$ cat src/rtl/hdmi_pattern_feeder.sv
`default_nettype none
// ============================================================================
// Module      : hdmi_pattern_feeder
// Description : Video test-pattern and square-wave audio source that feeds
//               the hdmi block over its valid/rdy interfaces.
//               Video patterns: solid, colour bars, gradient, checkerboard.
//               Audio: AUDIO_CH square waves, channel k half-period is
//               TONE_HALF<<k accepted samples.
// Ports       : clk, rst_n (async active-low)
//               start/stop           - streaming control pulses
//               mode, solid_color    - pattern select, sampled at frame start
//               video_out/valid/rdy/sof/eol - pixel stream
//               audio_out/valid/rdy  - multi-channel sample stream
//               frame_count, busy    - status
// Options     : `define FEEDER_FRAME_CRC_EN adds frame_crc / frame_crc_valid
//               (CRC-16-CCITT over every accepted pixel of a frame).
// Revision    : 1.0 - initial release
// ============================================================================
module hdmi_pattern_feeder #(
    parameter int          H_ACTIVE  = 640,
    parameter int          V_ACTIVE  = 480,
    parameter int          COLOR_W   = 8,
    parameter int          AUDIO_W   = 16,
    parameter int          AUDIO_CH  = 2,
    parameter int          TONE_HALF = 24,
    parameter logic [15:0] TONE_AMP  = 16'h2000
) (
    input  logic                        clk,
    input  logic                        rst_n,
    input  logic                        start,
    input  logic                        stop,
    input  logic [1:0]                  mode,
    input  logic [3*COLOR_W-1:0]        solid_color,
    output logic [3*COLOR_W-1:0]        video_out,
    output logic                        video_valid,
    input  logic                        video_rdy,
    output logic                        video_sof,
    output logic                        video_eol,
    output logic [AUDIO_CH*AUDIO_W-1:0] audio_out,
    output logic                        audio_valid,
    input  logic                        audio_rdy,
    output logic [15:0]                 frame_count,
    output logic                        busy
`ifdef FEEDER_FRAME_CRC_EN
    ,
    output logic [15:0]                 frame_crc,
    output logic                        frame_crc_valid
`endif
);

    localparam int c_XW    = $clog2(H_ACTIVE);
    localparam int c_YW    = $clog2(V_ACTIVE);
    localparam int c_BAR_W = H_ACTIVE / 8;
    localparam int c_BW    = $clog2(c_BAR_W);
    localparam int c_PW    = 3 * COLOR_W;
    localparam int c_ACW   = $clog2(TONE_HALF << (AUDIO_CH - 1)) + 1;

    localparam logic [AUDIO_W-1:0] c_AMP_POS = AUDIO_W'(TONE_AMP);
    localparam logic [AUDIO_W-1:0] c_AMP_NEG = -c_AMP_POS;

    localparam logic [1:0] c_IDLE      = 2'd0;
    localparam logic [1:0] c_RUN       = 2'd1;
    localparam logic [1:0] c_STOP_PEND = 2'd2;

    logic [1:0]      state_q, state_d;
    logic [c_XW-1:0] x_q, x_d;
    logic [c_YW-1:0] y_q, y_d;
    logic [c_BW-1:0] bar_cnt_q, bar_cnt_d;
    logic [2:0]      bar_idx_q, bar_idx_d;
    logic [1:0]      mode_q, mode_d;
    logic [c_PW-1:0] solid_q, solid_d;
    logic [c_PW-1:0] pix_q, pix_d;
    logic            sof_q, eol_q;
    logic [15:0]     frame_count_q;

    logic            w_start_ok, w_vxfer, w_axfer, w_last_x, w_last_y;
    logic            w_frame_done, w_to_idle, w_load, w_y3;
    logic [2:0]      w_bar_rgb;
    logic [COLOR_W-1:0] w_grad;

    assign w_start_ok   = (state_q == c_IDLE) && start;
    assign w_vxfer      = video_valid && video_rdy;
    assign w_axfer      = audio_valid && audio_rdy;
    assign w_last_x     = (x_q == c_XW'(H_ACTIVE - 1));
    assign w_last_y     = (y_q == c_YW'(V_ACTIVE - 1));
    assign w_frame_done = w_vxfer && w_last_x && w_last_y;
    assign w_to_idle    = (state_q == c_STOP_PEND) && w_frame_done;
    assign w_load       = w_start_ok || w_vxfer;

    // ---------------- FSM: state register ----------------
    always_ff @(posedge clk or negedge rst_n) begin
        if (!rst_n) state_q <= c_IDLE;
        else        state_q <= state_d;
    end

    // ---------------- FSM: next state ----------------
    always_comb begin
        state_d = state_q;
        case (state_q)
            c_IDLE:      if (start)     state_d = c_RUN;
            c_RUN:       if (stop)      state_d = c_STOP_PEND;
            c_STOP_PEND: if (w_to_idle) state_d = c_IDLE;
            default:                    state_d = c_IDLE;
        endcase
    end

    // ---------------- FSM: outputs ----------------
    always_comb begin
        video_valid = 1'b0;
        audio_valid = 1'b0;
        busy        = 1'b0;
        if (state_q != c_IDLE) begin
            video_valid = 1'b1;
            audio_valid = 1'b1;
            busy        = 1'b1;
        end
    end

    // Next raster position; pattern selection is re-sampled only when (0,0)
    // is about to be presented so a frame never mixes two patterns.
    always_comb begin
        x_d       = x_q;
        y_d       = y_q;
        bar_cnt_d = bar_cnt_q;
        bar_idx_d = bar_idx_q;
        mode_d    = mode_q;
        solid_d   = solid_q;
        if (w_start_ok) begin
            x_d       = '0;
            y_d       = '0;
            bar_cnt_d = '0;
            bar_idx_d = '0;
            mode_d    = mode;
            solid_d   = solid_color;
        end else if (w_vxfer) begin
            if (w_last_x) begin
                x_d       = '0;
                bar_cnt_d = '0;
                bar_idx_d = '0;
                if (w_last_y) begin
                    y_d     = '0;
                    mode_d  = mode;
                    solid_d = solid_color;
                end else begin
                    y_d = y_q + c_YW'(1);
                end
            end else begin
                x_d = x_q + c_XW'(1);
                if (bar_cnt_q == c_BW'(c_BAR_W - 1)) begin
                    bar_cnt_d = '0;
                    bar_idx_d = bar_idx_q + 3'd1;
                end else begin
                    bar_cnt_d = bar_cnt_q + c_BW'(1);
                end
            end
        end
    end

    // Checkerboard needs bit 3 of y; short frames have no such bit.
    if (c_YW > 3) begin : g_y3
        assign w_y3 = y_d[3];
    end else begin : g_y3_zero
        assign w_y3 = 1'b0;
    end

    always_comb begin
        w_grad = '0;
        for (int i = 0; i < COLOR_W; i++) begin
            if (i < c_XW) w_grad[i] = x_d[i];
        end
    end

    // Bar order white..black as {r,g,b} on/off flags
    always_comb begin
        case (bar_idx_d)
            3'd0:    w_bar_rgb = 3'b111;
            3'd1:    w_bar_rgb = 3'b110;
            3'd2:    w_bar_rgb = 3'b011;
            3'd3:    w_bar_rgb = 3'b010;
            3'd4:    w_bar_rgb = 3'b101;
            3'd5:    w_bar_rgb = 3'b100;
            3'd6:    w_bar_rgb = 3'b001;
            default: w_bar_rgb = 3'b000;
        endcase
    end

    always_comb begin
        case (mode_d)
            2'd0:    pix_d = solid_d;
            2'd1:    pix_d = {{COLOR_W{w_bar_rgb[2]}}, {COLOR_W{w_bar_rgb[1]}},
                              {COLOR_W{w_bar_rgb[0]}}};
            2'd2:    pix_d = {3{w_grad}};
            default: pix_d = (x_d[3] ^ w_y3) ? '0 : '1;
        endcase
    end

    always_ff @(posedge clk or negedge rst_n) begin
        if (!rst_n) begin
            x_q           <= '0;
            y_q           <= '0;
            bar_cnt_q     <= '0;
            bar_idx_q     <= '0;
            mode_q        <= '0;
            solid_q       <= '0;
            pix_q         <= '0;
            sof_q         <= 1'b0;
            eol_q         <= 1'b0;
            frame_count_q <= '0;
        end else begin
            if (w_load) begin
                x_q       <= x_d;
                y_q       <= y_d;
                bar_cnt_q <= bar_cnt_d;
                bar_idx_q <= bar_idx_d;
                mode_q    <= mode_d;
                solid_q   <= solid_d;
                pix_q     <= pix_d;
                sof_q     <= (x_d == '0) && (y_d == '0);
                eol_q     <= (x_d == c_XW'(H_ACTIVE - 1));
            end
            if (w_frame_done) frame_count_q <= frame_count_q + 16'd1;
            // Outputs return to zero once streaming halts
            if (w_to_idle) begin
                pix_q <= '0;
                sof_q <= 1'b0;
                eol_q <= 1'b0;
            end
        end
    end

    assign video_out   = pix_q;
    assign video_sof   = sof_q;
    assign video_eol   = eol_q;
    assign frame_count = frame_count_q;

    // ---------------- audio: one phase counter per channel ----------------
    for (genvar k = 0; k < AUDIO_CH; k++) begin : g_ch
        localparam int c_LIM = (TONE_HALF << k) - 1;
        logic [c_ACW-1:0] cnt_q;
        logic             pol_q;

        always_ff @(posedge clk or negedge rst_n) begin
            if (!rst_n) begin
                cnt_q <= '0;
                pol_q <= 1'b0;
            end else if (w_start_ok) begin
                cnt_q <= '0;
                pol_q <= 1'b0;
            end else if (w_axfer) begin
                if (cnt_q == c_ACW'(c_LIM)) begin
                    cnt_q <= '0;
                    pol_q <= ~pol_q;
                end else begin
                    cnt_q <= cnt_q + c_ACW'(1);
                end
            end
        end

        assign audio_out[k*AUDIO_W +: AUDIO_W] =
            !audio_valid ? '0 : (pol_q ? c_AMP_NEG : c_AMP_POS);
    end

`ifdef FEEDER_FRAME_CRC_EN
    // CRC-16-CCITT, MSB first over the {r,g,b} word
    function automatic logic [15:0] crc_step(input logic [15:0] c,
                                             input logic [c_PW-1:0] d);
        logic [15:0] r;
        logic        fb;
        r = c;
        for (int i = c_PW - 1; i >= 0; i--) begin
            fb = r[15] ^ d[i];
            r  = {r[14:0], 1'b0};
            if (fb) r = r ^ 16'h1021;
        end
        return r;
    endfunction

    logic [15:0] crc_q, frame_crc_q, w_crc_next;
    logic        frame_crc_valid_q;

    assign w_crc_next = crc_step(sof_q ? 16'hFFFF : crc_q, pix_q);

    always_ff @(posedge clk or negedge rst_n) begin
        if (!rst_n) begin
            crc_q             <= 16'hFFFF;
            frame_crc_q       <= '0;
            frame_crc_valid_q <= 1'b0;
        end else begin
            frame_crc_valid_q <= 1'b0;
            if (w_vxfer) begin
                crc_q <= w_crc_next;
                if (w_last_x && w_last_y) begin
                    frame_crc_q       <= w_crc_next;
                    frame_crc_valid_q <= 1'b1;
                end
            end
        end
    end

    assign frame_crc       = frame_crc_q;
    assign frame_crc_valid = frame_crc_valid_q;
`endif

endmodule
`default_nettype wire

$ cat config.mk
export PLATFORM = sky130hd
export DESIGN_NAME = hdmi_pattern_feeder
export DESIGN_NICKNAME = d
export VERILOG_FILES = /design/src/rtl/hdmi_pattern_feeder.sv
export SDC_FILE = /design/constraint.sdc
export NUM_CORES = 1
export LEC_CHECK = 0
export CAP_MARGIN = 0
export CORE_MARGIN = 5
export CORE_UTILIZATION = 45
export CTS_BUF_LIST = sky130_fd_sc_hd__clkbuf_2 sky130_fd_sc_hd__clkbuf_4 sky130_fd_sc_hd__clkbuf_8
export CTS_CLUSTER_DIAMETER = 200
export DETAILED_ROUTE_END_ITERATION = 7
export PLACE_DENSITY = 0.7
export SYNTH_ARGS = -nofsm -noshare
export SYNTH_HDL_FRONTEND = slang
export SYNTH_SLANG_ARGS = --single-unit
$ cat constraint.sdc
create_clock -name clk -period 3.3 [get_ports clk]
set_input_delay 0.66 -clock clk [delete_from_list [all_inputs] [get_ports clk]]
set_output_delay 0.66 -clock clk [all_outputs]
set_load 0.005 [all_outputs]
==> metrics.txt <==
clk slew on worst S/H paths=~0.070 ns; fraction of the mapped netlist area in simple logic gates=0.161; main combinational cell family by area after synthesis=simple AND/OR/NAND/NOR gates; placed cell area=between 6000 and 7000 um^2; number of max-cap violations=0; FF+latch count, synth=approximately 120; Slew Viols, Final=0; CP endpoint kind=flop; gr usage total=0.191; setup slack, reg-to-reg=roughly 0.43 ns; DR pass1 iterations=5; adder-cell share of the synthesized area=0.0149; mux share of post-synthesis cell area=0.0526; Seq/Total Area, Yosys=0.490; Post-CTS Setup Repair Bufs=0; die area=about 15000 um^2; Yosys warning total=0; initial antenna violation count=0; Final min period=roughly 2.9 ns; routability cong.=0.897; CP arrival=approximately 3.2 ns; Fmax=between 300 and 400 MHz; Post-CTS Hold Fix Bufs=0; area delta synth->final=21.5%; Post-synth EDFFs=0; crit start category=flop; post-synthesis compound-gate area fraction=0.157; total power=between 5 and 6 mW; Leak Pwr=roughly 3.1 nW; Starting Density=0.462; Peak VDD IR=~0.44 mV; Slew headroom=0.514; crit path max-delay cell type=nor4_4; r2r startpoint=y_q[1]; Synth Instances=572; GR Overflow Total=0; FFs w/ async S/R, synth=1.00; CTS tree=built; first-pass GRT wire length=between 20 and 25 mm; cts bufs inserted=17; Final Setup Violations=0; post-route cell area=7140 um^2; status=completed; commonest non-fill, non-tap cell in the layout=dfrtp_1; nets=about 700; CP Data Required Time=about 3.7 ns; setup TNS=0 ns; Post-synth top flop=dfrtp_1; Crit Path Class=reg2reg; XOR/XNOR share of the synthesized area=0.0521; Period Utilization, post-route=0.870; DRC=0; RSZ-0062 raised after global routing=false; CTS sink cnt=115; r2r endpoint=video_out[14]; Final Non-Filler Cells=approximately 840; H-tree Lvls=4; clock skew=around 0.015 ns; diodes inserted=0; Clk Latency, worst-skew pair=0.43 ns; largest net degree at the start of global routing=63; height of the die=124 um; Antenna Nets Post-Route=0; cell count after placement=just over 800; Slowest Stage Delay on Critical Path=0.49 ns; critical path launch point=y_q[1]; share of cells above drive strength 1=0.154; DRT Wirelength=around 15 mm; root buffer cell=clkbuf_8; Vias/cell=5.56; Post-Syn Area per Cell=a little over 10 um^2; Post-DP HPWL=between 10 and 15 mm; Syn Std Cell Area=around 5900 um^2; Place WS=between 0.01 and 0.015 ns; min-delay worst type=in2async; pwr dens=768 nW/um^2; Worst Tran Pin Value=between 0.7 and 0.8 ns; I/O Buffers=about 80; R2R depth=9; Max Root-Sink Buffers=2; Fin. Hold Viols=0; Initial DRC Count=277; critical-path maximum fanout=8; critical path, cell by cell=ha_1 -> nand4_1 -> nor4_4 -> a21oi_4 -> buf_4 -> o32a_1 -> nor3_1 -> a211oi_1 -> o21ai_2; core area=around 13000 um^2; commonest non-fill, non-tap cells in the layout=dfrtp_1 (115), clkdlybuf4s50_1 (81), nand2_1 (65); die width=~120 um; Yosys cell types=63; via count=between 4000 and 5000; Rows=41; vias in the first global route=4694; setup ws final=between 0.4 and 0.5 ns; cells resized by post-CTS repair=0; routed length per instance=~17 um; boundary pin count=around 110
-- where the power goes --
part / switching [mW] / internal [mW] / leakage [nW] / total [mW]
clock: 0.533 / 0.641 / 0.190 / 1.17
sequential: 0.269 / 1.82 / 1.49 / 2.09
combinational: 1.19 / 1.03 / 1.44 / 2.22
-- critical path, delay by kind of cell (launching register included) --
kind                     cells  cell delay (ns)
flip-flops                   1             0.41
buffers and inverters        1             0.20
adder cells (fa/ha/maj)      1             0.22
AND/OR/NAND/NOR              3             1.17
AO/OA/AOI/OAI                4             0.80
-- worst max-delay path by stage --
stage / endpoint / slack, ns
3_5_place_dp: video_out[14] / 0.01
5_1_grt: video_out[22] / 0.24
3_3_place_gp: video_out[22] / 0.10
4_1_cts: video_out[22] / 0.44
6_report: video_out[14] / 0.43
2_1_floorplan: video_out[23] / 0.78
-- state kept, by name, indices dropped and copies added, names as in the netlist --
signal,flops
video_eol,1
g_ch.pol_q,2
mode_q,2
bar_cnt_q,7
state_q,2
video_out,24
bar_idx_q,3
solid_q,24
y_q,9
video_sof,1
frame_count,16
x_q,10
g_ch.cnt_q,14
-- cell usage after synthesis (3+ instances only) --
cell type  count  area, um^2
nand3_1       18        90.1
buf_4         32         240
a31oi_1        4        25.0
and2_1         5        31.3
o21ai_0       23         115
a21oi_1        9        45.0
nand2b_1       3        18.8
dfrtp_1      115        2880
a22o_1         5        43.8
nand2_1       65         244
xor2_1        16         140
a211oi_1      24         180
nor2_1        38         143
buf_6          4        45.0
buf_2          5        25.0
a32o_1         3        30.0
o21ai_2       20         175
clkbuf_1      13        48.8
ha_1           7        87.6
mux2_2        25         282
o31ai_1        5        37.5
xnor2_1       19         166
or3_1          6        37.5
nor3_1        13        65.1
nand4_1       11        68.8
nand3b_1       3        22.5
nor3b_1        4        30.0
o21ai_1        4        20.0
nor4_1         4        25.0
inv_1         15        56.3
and3_1        12        75.1
-- through the flow --
| stage | hold WS (ns) | util |
|---|---|---|
| floorplan | 0.364 | - |
| global placement | 0.461 | 0.534 |
| detailed placement | 0.470 | 0.534 |
| CTS | 0.285 | 0.562 |
| global route | 0.327 | 0.562 |
| finish | 0.273 | 0.562 |
-- cell type report --
type | instances | area [um^2]
well taps | 172 | 215
inverters | 17 | 63.8
flip-flops and latches | 115 | 2880
clock buffers | 25 | 332
fillers | 1159 | 5580
clock inverters | 4 | 23.8
multi-input cells | 411 | 2680
repair buffers | 95 | 953
-- kinds of logic after synthesis --
kind of cell | after synthesis
other cells | 1
mux | 27
simple gates | 192
flops | 115
fa+ha+maj | 7
buf+inv | 71
compound gates | 124
xor+xnor | 35
-- routing by layer --
metal | vias up | wire [um] | global-route usage
met5 | - | 0 | 0
met4 | 0 | 255 | 0.0716
met3 | 22 | 839 | 0.0467
met2 | 164 | 7020 | 0.303
met1 | 2326 | 6560 | 0.253
li1 | 2154 | - | -
Note: power is estimated with default switching activity, not from simulation.
